--- config.mk ---
export PLATFORM = sky130hd
export DESIGN_NAME = router_input_mc
export DESIGN_NICKNAME = d
export VERILOG_FILES = /design/src/rtl/router_input_mc.sv
export SDC_FILE = /design/constraint.sdc
export NUM_CORES = 1
export LEC_CHECK = 0
export BUFFER_PORTS_ARGS = -buffer_cell sky130_fd_sc_hd__buf_2
export CAP_MARGIN = 20
export CORE_ASPECT_RATIO = 0.5
export CORE_MARGIN = 2
export CORE_UTILIZATION = 35
export CTS_BUF_LIST = sky130_fd_sc_hd__clkbuf_4 sky130_fd_sc_hd__clkbuf_8 sky130_fd_sc_hd__clkbuf_16
export CTS_CLUSTER_SIZE = 30
export DETAILED_ROUTE_END_ITERATION = 8
export PLACE_DENSITY_LB_ADDON = 0.25
export SETUP_SLACK_MARGIN = 0.4
export SYNTH_ARGS = -nofsm -noshare
export SYNTH_HDL_FRONTEND = slang
export SYNTH_SLANG_ARGS = --single-unit
--- constraint.sdc ---
create_clock -name clk -period 7.38 [get_ports clk]
set_input_delay 0.738 -clock clk [delete_from_list [all_inputs] [get_ports clk]]
set_output_delay 0.738 -clock clk [all_outputs]
set_load 0.02 [all_outputs]
--- src/rtl/router_input_mc.sv ---
// Multi-channel input-activation router: streams a GLB address window through a credit-tracked
// staging FIFO to NUM_CH spad channels, either broadcast to all or round-robin one word per channel.
module router_input_mc #(
  parameter int unsigned DATA_BITWIDTH     = 16,
  parameter int unsigned ADDR_BITWIDTH_GLB = 10,
  parameter int unsigned NUM_CH            = 4,
  parameter int unsigned FIFO_DEPTH        = 8,
  parameter int unsigned CNT_BITWIDTH      = 10
) (
  input  logic                              clk,
  input  logic                              reset,
  input  logic                              start,
  input  logic                              mode,
  input  logic [ADDR_BITWIDTH_GLB-1:0]      base_addr,
  input  logic [CNT_BITWIDTH-1:0]           num_words,
  output logic [ADDR_BITWIDTH_GLB-1:0]      val_addr_read,
  output logic                              val_req_read,
  input  logic [DATA_BITWIDTH-1:0]          val_data_i,
  input  logic                              val_enable_i,
  output logic [NUM_CH*DATA_BITWIDTH-1:0]   val_data_o,
  output logic [NUM_CH-1:0]                 val_enable_o,
  input  logic [NUM_CH-1:0]                 val_ready_i,
  output logic                              busy,
  output logic                              done
);
  localparam int unsigned PTR_W = $clog2(FIFO_DEPTH);
  localparam int unsigned CNT_W = PTR_W + 1;
  localparam int unsigned SUM_W = PTR_W + 2;
  localparam int unsigned RR_W  = (NUM_CH > 1) ? $clog2(NUM_CH) : 1;

  typedef enum logic [1:0] {IDLE, FETCH, DRAIN, DONE} state_t;

  state_t                         state;
  logic                           mode_r;
  logic [ADDR_BITWIDTH_GLB-1:0]   base_r;
  logic [CNT_BITWIDTH-1:0]        num_r;
  logic [CNT_BITWIDTH-1:0]        req_cnt;
  logic [CNT_BITWIDTH-1:0]        del_cnt;
  logic [CNT_BITWIDTH-1:0]        del_next;
  logic [CNT_W-1:0]               outstanding;
  logic [CNT_W-1:0]               outstanding_next;
  logic [CNT_W-1:0]               fcount;
  logic [CNT_W-1:0]               fcount_next;
  logic [PTR_W-1:0]               wr_ptr;
  logic [PTR_W-1:0]               rd_ptr;
  logic [PTR_W-1:0]               rd_ptr_next;
  logic [DATA_BITWIDTH-1:0]       mem [FIFO_DEPTH];
  logic [DATA_BITWIDTH-1:0]       head_next;
  logic [NUM_CH-1:0]              served;
  logic [NUM_CH-1:0]              served_next;
  logic [NUM_CH-1:0]              enable_next;
  logic [RR_W-1:0]                rr;
  logic [RR_W-1:0]                rr_next;
  logic                           push;
  logic                           pop;
  logic                           fire;

  // Next-cycle datapath: the strobes and head word are precomputed so every output is a flop.
  always_comb begin
    fire             = 1'b0;
    pop              = 1'b0;
    push             = 1'b0;
    fcount_next      = fcount;
    outstanding_next = outstanding;
    rd_ptr_next      = rd_ptr;
    head_next        = '0;
    served_next      = served;
    rr_next          = rr;
    del_next         = del_cnt;
    enable_next      = '0;

    // Credit covers both words already staged and words still in flight from the GLB.
    fire = (state == FETCH) && (req_cnt != num_r) &&
           ((SUM_W'(fcount) + SUM_W'(outstanding)) < SUM_W'(FIFO_DEPTH));

    if (mode_r) pop = (fcount != '0) && val_ready_i[rr];
    else        pop = (fcount != '0) && (&(served | (val_enable_o & val_ready_i)));

    push = val_enable_i && ((fcount != CNT_W'(FIFO_DEPTH)) || pop);

    if (push && !pop)      fcount_next = fcount + CNT_W'(1);
    else if (!push && pop) fcount_next = fcount - CNT_W'(1);

    if (fire && !val_enable_i)      outstanding_next = outstanding + CNT_W'(1);
    else if (!fire && val_enable_i) outstanding_next = outstanding - CNT_W'(1);

    if (pop) begin
      rd_ptr_next = rd_ptr + PTR_W'(1);
      del_next    = del_cnt + CNT_BITWIDTH'(1);
    end

    // A word pushed into a FIFO that is empty after this cycle's pop becomes the new head.
    head_next = (push && (wr_ptr == rd_ptr_next)) ? val_data_i : mem[rd_ptr_next];

    if (pop || state == IDLE) served_next = '0;
    else                      served_next = served | (val_enable_o & val_ready_i);

    if (state == IDLE)    rr_next = '0;
    else if (pop && mode_r) rr_next = (rr == RR_W'(NUM_CH - 1)) ? '0 : rr + RR_W'(1);

    if (fcount_next != '0) begin
      if (mode_r) enable_next = NUM_CH'(1) << rr_next;
      else        enable_next = ~served_next;
    end
  end

  always_ff @(posedge clk) begin
    if (push) mem[wr_ptr] <= val_data_i;
  end

  // Control FSM, counters and registered outputs.
  always_ff @(posedge clk) begin
    if (reset) begin
      state         <= IDLE;
      mode_r        <= 1'b0;
      base_r        <= '0;
      num_r         <= '0;
      req_cnt       <= '0;
      del_cnt       <= '0;
      outstanding   <= '0;
      fcount        <= '0;
      wr_ptr        <= '0;
      rd_ptr        <= '0;
      served        <= '0;
      rr            <= '0;
      val_addr_read <= '0;
      val_req_read  <= 1'b0;
      val_data_o    <= '0;
      val_enable_o  <= '0;
      busy          <= 1'b0;
      done          <= 1'b0;
    end else begin
      fcount       <= fcount_next;
      outstanding  <= outstanding_next;
      rd_ptr       <= rd_ptr_next;
      served       <= served_next;
      rr           <= rr_next;
      del_cnt      <= del_next;
      val_enable_o <= enable_next;
      val_data_o   <= {NUM_CH{head_next}};
      val_req_read <= fire;
      done         <= 1'b0;
      if (push) wr_ptr <= wr_ptr + PTR_W'(1);
      if (fire) begin
        val_addr_read <= base_r + ADDR_BITWIDTH_GLB'(req_cnt);
        req_cnt       <= req_cnt + CNT_BITWIDTH'(1);
      end

      case (state)
        IDLE: begin
          if (start) begin
            mode_r  <= mode;
            base_r  <= base_addr;
            num_r   <= num_words;
            req_cnt <= '0;
            del_cnt <= '0;
            if (num_words == '0) begin
              state <= DONE;
              done  <= 1'b1;
            end else begin
              state <= FETCH;
              busy  <= 1'b1;
            end
          end
        end
        FETCH: begin
          if (req_cnt == num_r) begin
            if (del_next == num_r) begin
              state <= DONE;
              done  <= 1'b1;
              busy  <= 1'b0;
            end else begin
              state <= DRAIN;
            end
          end
        end
        DRAIN: begin
          if (del_next == num_r) begin
            state <= DONE;
            done  <= 1'b1;
            busy  <= 1'b0;
          end
        end
        DONE: begin
          state <= IDLE;
        end
        default: state <= IDLE;
      endcase
    end
  end

endmodule

==> flow_summary.json <==
{
  "initial_utilization_pct": 35.5,
  "routed-wl-met2_um": 10600,
  "crit_path_end_kind": "flop",
  "wirelength_um": 22100,
  "mostFrequentLayoutCell": "edfxtp_1",
  "h-tree-depth": 1,
  "grt_pass1_wl_um": 34800,
  "slowest_stage": "nor4_1",
  "hold_viol": 0,
  "outcome": "finished, final reports clean",
  "worstPathMaxFanout": 8,
  "yosysUniqueCellTypes": 67,
  "dr.max_layer_used": "met5",
  "cts_buffers": 23,
  "ff_latch_area_um2": 5770,
  "cap_violations": 0,
  "floorplan.die_area_um2": 30800,
  "crit_family": "simple AND/OR/NAND/NOR gates",
  "finalPower_mw": 3.51,
  "netlist_area_um2": 10300,
  "grt_pass1_vias": 6319,
  "finalCriticalPeriod_ps": 3640,
  "root_buffer": "clkbuf_16",
  "fin_skew_ps": 7.75,
  "gp_congestion": 0.818,
  "required_ps": 7740,
  "dr.first_iter.drc_count": 313,
  "dp_slack_ps": 3320,
  "synth_warnings": 0,
  "ys_ff_latch": 224,
  "routed_via_density": 4.85,
  "dp_cells": 1286,
  "die_y_um": 125,
  "cp.arrival_ps": 4000,
  "fin_tns_setup_ps": 0,
  "synth_enable_flop_cells": 128,
  "worstSetupStartpointType": "flop",
  "worstPathCellList": "inv_1 -> ha_1 -> or3b_2 -> and3_1 -> a21oi_1 -> mux2i_1 -> xnor2_1 -> nor2_1 -> nor4_1 -> a221oi_1",
  "postCtsHoldBufs": 0,
  "critical_path_buf_inv_count": 1,
  "wire_per_inst_um": 16.6,
  "fin_ws_ps": 3740,
  "final_nets": 996,
  "cts.clk_slew.worst_paths_ps": 60,
  "multi_input_area_um2": 4000,
  "r2r-start": "fcount[0]",
  "grt_setup_unrepaired": "no",
  "min_period_over_period_pct": 49.3,
  "power_density_nw_per_um2": 297,
  "core-area_um2": 29000,
  "syn_inst": 842,
  "timing.fmax_mhz": 275,
  "area_delta_synth_final_pct": 14.8,
  "ys_seq_area_share_pct": 56.1,
  "num_rows": 44,
  "peakVddDrop_mv": 0.139,
  "synthArstFlopShare_pct": 0,
  "grt_overflow": 0,
  "port_buffers": 125,
  "pin_count": 126,
  "fin_util_pct": 40.7,
  "startpoint": "fcount[0]",
  "layout_common_cells": "128 x edfxtp_1, 125 x buf_2, 96 x dfxtp_1, 79 x nor2_1, 76 x mux2i_1",
  "synth-main-ff-cell": "edfxtp_1",
  "m1WireLength_um": 10200,
  "final_layout_size_suffix_gt1_share_pct": 23.7,
  "finalSetupViolCount": 0,
  "crit_type": "reg2reg",
  "via_count": 6437,
  "min_from": "base_addr[7]",
  "hp-class": "in2reg",
  "track_usage_pct": 14.2,
  "maxSlewViolCount": 0,
  "synth.net_count": 917,
  "clock_latency_ps": 530,
  "cts_resized": 0,
  "antenna_left": 0,
  "drc": 0,
  "fillers": 2752,
  "tightest_slew_ps": 1120,
  "final_cells": 1328,
  "cts_tree": "yes",
  "maxSlewHeadroom_pct": 24.9,
  "clock_path_buffers": 3,
  "antenna_found_initial": 2,
  "leakage_nw": 4.81,
  "worst_path_largest_cell_delay_ps": 690,
  "dpl.hpwl_um": 13900,
  "drtPass1Iterations": 4,
  "cts.sinks": 224,
  "routed-wl-met3_um": 786,
  "postCtsSetupBuffers": 0,
  "syn_avg_cell_area_um2": 12.2,
  "grt_max_degree": 67,
  "die_w_um": 246
}
-- flip-flops by register name, summed over array words and instances (netlist names), 3 cells and up --
register	count
base_r	10
del_cnt	10
fcount	4
mem	128
num_r	10
outstanding	4
rd_ptr	3
req_cnt	10
served	4
val_addr_read	10
val_data_o	16
val_enable_o	4
wr_ptr	3
-- synth_stat cells (15+ instances only) --
library cell | n | area, um^2
a211oi_1 | 22 | 165
a21oi_1 | 40 | 200
buf_4 | 54 | 405
clkbuf_1 | 22 | 82.6
dfxtp_1 | 96 | 1920
edfxtp_1 | 128 | 3840
ha_1 | 28 | 350
inv_1 | 16 | 60.1
mux2i_1 | 76 | 761
mux4_2 | 15 | 338
nand2_1 | 71 | 267
nor2_1 | 79 | 297
xnor2_1 | 29 | 254
xor2_1 | 21 | 184
-- final cells by class --
type / count / share of cell area [%]
inverters: 16 / 0.509
repair buffers: 140 / 6.43
diodes: 1 / 0.0212
flip-flops and latches: 224 / 48.9
clock buffers: 32 / 5.45
well taps: 391 / 4.15
multi-input cells: 516 / 33.9
clock inverters: 8 / 0.668
-- worst register-to-register path: cells and delay by family (launching register included) --
kind	cells	cell delay [ps]
buffers and inverters	1	90
flip-flops	1	370
XOR/XNOR	1	140
AO/OA/AOI/OAI	2	750
multiplexers	1	300
AND/OR/NAND/NOR	4	1560
adder cells (fa/ha/maj)	1	260
-- logic make-up after synthesis --
| family | after synthesis | synth area share [%] |
|---|---|---|
| compound gates | 105 | 6.66 |
| xor+xnor | 54 | 5.08 |
| fa+ha+maj | 30 | 3.80 |
| mux | 95 | 11.4 |
| simple gates | 232 | 11.0 |
| buf+inv | 102 | 5.86 |
| flops | 224 | 56.1 |
-- power by group --
part           internal (mW)  total [mW]  switching (mW)
clock                  0.648        1.12           0.477
combinational          0.355       0.866           0.511
sequential              1.42        1.52          0.0919
total                   2.43        3.51            1.08
-- per-stage QoR --
stage	area (um^2)	hold WS, ps
2_1_floorplan	10300	441
3_3_place_gp	11000	456
3_5_place_dp	11000	457
4_1_cts	11800	434
5_1_grt	11800	444
6_report	11800	455
-- per-layer routing --
layer	vias up	track usage, %
met2	95	24.0
met3	35	2.77
met1	3138	18.8
met5	-	0
li1	3167	-
met4	2	3.86
-- worst paths after layout --
| kind | cells after the start | to | slack [ps] |
|---|---|---|---|
| worst max-delay path | 10 | val_enable_o[0] | 3740 |
| worst min-delay path | 3 | base_r[7] | 450 |
| worst max register to register | 10 | val_enable_o[0] | 3740 |
| worst min register to register | 2 | base_r[0] | 460 |
Note: power is estimated with default switching activity, not from simulation.
